==> src/rtl/oam_dma_pkg.sv <==
// Shared types and bus addresses for the sprite-attribute DMA controller.
package oam_dma_pkg;

  typedef enum logic [2:0] {
    StIdle,
    StHalt,
    StAlign,
    StRead,
    StWrite
  } dma_state_t;

  localparam logic [15:0] C_OAMDATA_ADDR = 16'h2004;
  localparam logic [15:0] C_OAMDMA_ADDR  = 16'h4014;

  function automatic logic [15:0] src_addr(input logic [7:0] page, input logic [7:0] idx);
    return {page, idx};
  endfunction

endpackage

==> src/rtl/oam_dma.sv <==
// OAM DMA: stalls the core, then copies {page,00..FF} to $2004 as get/put bus cycle pairs.
module oam_dma
  import oam_dma_pkg::*;
(
  input  logic        I_clock,
  input  logic        I_reset,
  input  logic        I_tick,
  input  logic        I_cpu_rdwr,
  input  logic        I_reg_wren,
  input  logic [7:0]  I_reg_data,
  input  logic [7:0]  I_rd_data,
  output logic        O_ready,
  output logic        O_active,
  output logic [15:0] O_addr,
  output logic        O_rdwr,
  output logic [7:0]  O_wr_data
);

  dma_state_t  state_q;
  logic [7:0]  page_q;
  logic [7:0]  idx_q;
  logic [7:0]  latch_q;
  logic        parity_q;
  logic        ready_q;
  logic        active_q;
  logic [15:0] addr_q;
  logic        rdwr_q;

  always_ff @(posedge I_clock or posedge I_reset) begin
    if (I_reset) begin
      state_q  <= StIdle;
      page_q   <= 8'h00;
      idx_q    <= 8'h00;
      latch_q  <= 8'h00;
      parity_q <= 1'b0;
      ready_q  <= 1'b1;
      active_q <= 1'b0;
      addr_q   <= 16'h0000;
      rdwr_q   <= 1'b1;
    end else begin
      // Free-running get/put phase: 0 = get, 1 = put.
      if (I_tick) begin
        parity_q <= ~parity_q;
      end

      unique case (state_q)
        StIdle: begin
          // Register write is accepted on any clock, tick or not.
          if (I_reg_wren) begin
            page_q  <= I_reg_data;
            idx_q   <= 8'h00;
            ready_q <= 1'b0;
            state_q <= StHalt;
          end
        end

        StHalt: begin
          // A core write cycle ignores RDY, so wait until the core is stalled on a read.
          if (I_tick && I_cpu_rdwr) begin
            if (parity_q) begin
              state_q  <= StRead;
              active_q <= 1'b1;
              addr_q   <= src_addr(page_q, idx_q);
              rdwr_q   <= 1'b1;
            end else begin
              state_q <= StAlign;
            end
          end
        end

        StAlign: begin
          if (I_tick) begin
            state_q  <= StRead;
            active_q <= 1'b1;
            addr_q   <= src_addr(page_q, idx_q);
            rdwr_q   <= 1'b1;
          end
        end

        StRead: begin
          if (I_tick) begin
            latch_q <= I_rd_data;
            addr_q  <= C_OAMDATA_ADDR;
            rdwr_q  <= 1'b0;
            state_q <= StWrite;
          end
        end

        StWrite: begin
          if (I_tick) begin
            idx_q <= idx_q + 8'd1;
            if (idx_q == 8'hFF) begin
              state_q  <= StIdle;
              ready_q  <= 1'b1;
              active_q <= 1'b0;
              addr_q   <= 16'h0000;
              rdwr_q   <= 1'b1;
            end else begin
              state_q <= StRead;
              addr_q  <= src_addr(page_q, idx_q + 8'd1);
              rdwr_q  <= 1'b1;
            end
          end
        end

        default: begin
          state_q <= StIdle;
        end
      endcase
    end
  end

  assign O_ready   = ready_q;
  assign O_active  = active_q;
  assign O_addr    = addr_q;
  assign O_rdwr    = rdwr_q;
  assign O_wr_data = latch_q;

endmodule

==> config.mk <==
export PLATFORM = sky130hd
export DESIGN_NAME = oam_dma
export DESIGN_NICKNAME = d
export VERILOG_FILES = /design/src/rtl/oam_dma_pkg.sv /design/src/rtl/oam_dma.sv
export SDC_FILE = /design/constraint.sdc
export NUM_CORES = 1
export LEC_CHECK = 0
export BUFFER_PORTS_ARGS = -buffer_cell sky130_fd_sc_hd__buf_2
export CAP_MARGIN = 40
export CORE_MARGIN = 2
export CORE_UTILIZATION = 40
export CTS_BUF_LIST = sky130_fd_sc_hd__clkbuf_4
export DETAILED_ROUTE_END_ITERATION = 7
export PLACE_DENSITY_LB_ADDON = 0.2
export SLEW_MARGIN = 25
export SYNTH_ARGS = -nofsm -noshare
export SYNTH_HDL_FRONTEND = slang
export SYNTH_SLANG_ARGS = --single-unit
==> constraint.sdc <==
create_clock -name I_clock -period 1.5 [get_ports I_clock]
set_input_delay 0.3 -clock I_clock [delete_from_list [all_inputs] [get_ports I_clock]]
set_output_delay 0.3 -clock I_clock [all_outputs]
set_load 0.005 [all_outputs]
==> results by group <==
Finish
  – Register Area: 0.00118 sq mm
  – Footprint of the multi-input gates: 0.00113 sq mm
  – Most frequent cells in the layout: 47 x buf_2, 42 x dfrtp_1, 38 x buf_4
  – Area grow syn2layout: 42.5%
  – Commonest non-fill, non-tap cell in the layout: buf_2
  – Layout cells sized above 1: 0.517
  – Ant. Diodes: 0
  – Fillers: 475
  – Fin nets: 311

Power
  – Leak pwr: 1.50 nW
  – Max VDD drop: 1030 uV
  – Final Power: 0.00493 W
  – Power per cell area: 1560 mW/mm^2

Floorplan
  – Rows: 27
  – Die W: 78.5 microns
  – Initial Util: 0.409
  – Die area: 0.00617 sq mm
  – Die H: 78.5 microns
  – CORE AREA: 0.00544 sq mm
  – # IOs: 48

Critical path
  – Crit. End Element: register
  – Kind of critical path: register to register
  – Crit start category: register
  – CP peak stage delay: 0.49 ns
  – Critical path, cell by cell: buf_6 -> nor4b_4 -> buf_4 -> buf_12 -> mux2_4
  – Crit Path Max Fanout: 7
  – Critical path arrival: 1.89 ns
  – Worst EP required: 1.77 ns
  – Cell at the slowest stage of the critical path: dfrtp_2

GRT
  – Initial antenna violation count: 0
  – Pin count of the biggest net entering global routing: 24
  – Vias in the first global route: 1838
  – Grt ovf: 0
  – First-pass GRT wire length: 9070 microns
  – Total Routing Usage GR: 0.187

Routing
  – Initial DRC Count: 116
  – Residual DRC count: 0
  – Routed Antenna Nets: 0
  – Drt total wl: 5770 microns
  – Routed vias/inst: 5.30
  – Routed via count: 1917
  – Routed WL per cell: 15.9 microns
  – 1st-pass router iterations: 4

Synth
  – Mean post-synth cell area: 11.1 sq um
  – Main synth FF type: dfrtp_1
  – Leading area contributor after synthesis: dfrtp_1
  – Yosys reg bits: 47
  – Yosys Warn Count: 0
  – Cell count after synthesis: 200
  – Post-synth net total: 222
  – Sequential share of the synthesized area: 0.530
  – Post-synth ARST share: 1.00
  – Synth unique cells: 47
  – Largest cells by area after synthesis: dfrtp_1 51%, mux2_2 8.6%, a32o_1 3.6%
  – Mapped Area: 0.00222 sq mm
  – Post-synth EDFFs: 0
  – Post-synth top area share: 0.507

Job
  – Max Cap Viol: 0

Timing
  – Worst-Margin Slew: 0.372 ns
  – Final setup vio count: 36
  – Final Hold Viols: 0
  – Headroom to the max-slew limit: 0.751
  – Setup Skew: 0.00652 ns
  – Max-slew violation count: 0
  – Highest clock rate: 0.614 GHz
  – Final worst slack: -0.127 ns
  – RSZ-0062 raised after global routing: true
  – Minimum clock period after layout: 1.63 ns
  – Final Cycle Share: 1.08

CTS
  – TritonCTS clock tree: yes
  – Worst-path clk slew: 0.14 ns
  – Root Buffer: clkbuf_4
  – CTS H-Tree Depth: 2
  – Number of CTS-inserted buffers: 5
  – Clock Latency Late Sink: 0.36 ns
  – CTS Sinks: 47
  – CTS Buffer Depth: 2

Worst hold path
  – HP Class: primary input to register

Placed design
  – DP Worst Slack: -0.123 ns
  – Detail Placement HPWL: 3700 microns
  – Port Buffer Count: 47
  – Gp weighted congestion: 0.831

Run status
  – Outcome: complete, but fails checks
  – Failing checks: setup timing
## what timing repair did
item | CTS | global route
hold buffers | 1 | 0
endpoints found under the hold margin | 13 | 0
setup buffers | 4 | 7
gates cloned | 0 | 2
pin swaps | 5 | 14
endpoints found under the setup margin | 41 | 44
resized for setup | 30 | 26
## sequential cells by signal (all words and copies together) (netlist names)
signal and cells:
O_active 1, O_addr 16, O_rdwr 1, O_ready 1, O_wr_data 8, idx_q 8, page_q 8, parity_q 1
state_q 3
## per-stage QoR
| stage | TNS [ns] | area (sq um) | hold WS (ns) | cells | utilization |
|---|---|---|---|---|---|
| 6_report | -2.17 | 3170 | 0.154 | 362 | 0.582 |
| 5_1_grt | -4.50 | 3170 | 0.134 | 362 | 0.582 |
| 4_1_cts | -1.16 | 2980 | 0.141 | 355 | 0.548 |
| 3_5_place_dp | -2.39 | 2800 | 0.298 | 342 | 0.514 |
| 3_3_place_gp | -1.85 | 2800 | 0.294 | 342 | 0.514 |
| 2_1_floorplan | -0.332 | 2260 | 0.451 | 200 | - |
## worst max-delay path, delay by kind of cell (launching register included)
family	cells	cell delay (ns)
simple gates	1	0.31
mux	1	0.29
buf+inv	3	0.44
flops	1	0.49
## area by class of cell
type,instances,area share
clock buffer,5,0.0119
clock inverter,3,0.00632
inverter,4,0.00474
multi-input combinational,134,0.356
sequential,47,0.373
tap,72,0.0284
timing repair buffer,97,0.219
## path summary, 6_finish.rpt
check	from	end	slack, ns	cells past startpoint
worst max-delay path	state_q[1]	page_q[0]	-0.13	5
worst min-delay path	I_reg_data[6]	page_q[6]	0.15	2
worst max register to register	state_q[1]	page_q[0]	-0.13	5
worst min register to register	O_addr[2]	O_addr[2]	0.49	2
max in group asynchronous	I_reset	state_q[2]	0.59	4
min in group asynchronous	I_reset	parity_q	0.44	3
## report_power, final
part	internal (W)	total [W]	switching (W)
Sequential	0.00173	0.00203	0.000294
Combinational	0.00135	0.00229	0.000943
Clock	0.000181	0.000609	0.000429
Total	0.00326	0.00493	0.00167
## Yosys cell counts (all sizes together) (6+ instances only)
library cell / count
dfrtp: 45
mux2: 17
nand2: 16
o21ai: 14
buf: 12
nor2: 11
a21oi: 8
a32o: 8
a31oi: 7
nand3: 6
## cell families (layout without fill, tap and decap cells)
kind of cell | Yosys count | count (layout) | synth area share
AO/OA/AOI/OAI | 59 | 60 | 0.189
multiplexers | 19 | 19 | 0.0952
adder cells (fa/ha/maj) | 1 | 1 | 0.00563
buffers and inverters | 20 | 109 | 0.0445
AND/OR/NAND/NOR | 53 | 53 | 0.131
XOR/XNOR | 1 | 1 | 0.00394
flip-flops | 47 | 47 | 0.530
## metal layers
layer | GRT usage | part of all wire | vias to the layer above
met5 | 0 | 0 | -
met3 | 0.0391 | 0.065 | 6
met2 | 0.294 | 0.47 | 62
met1 | 0.263 | 0.45 | 927
li1 | - | - | 922
met4 | 0.0526 | 0.011 | 0
Power figures use the tool's default switching activity.
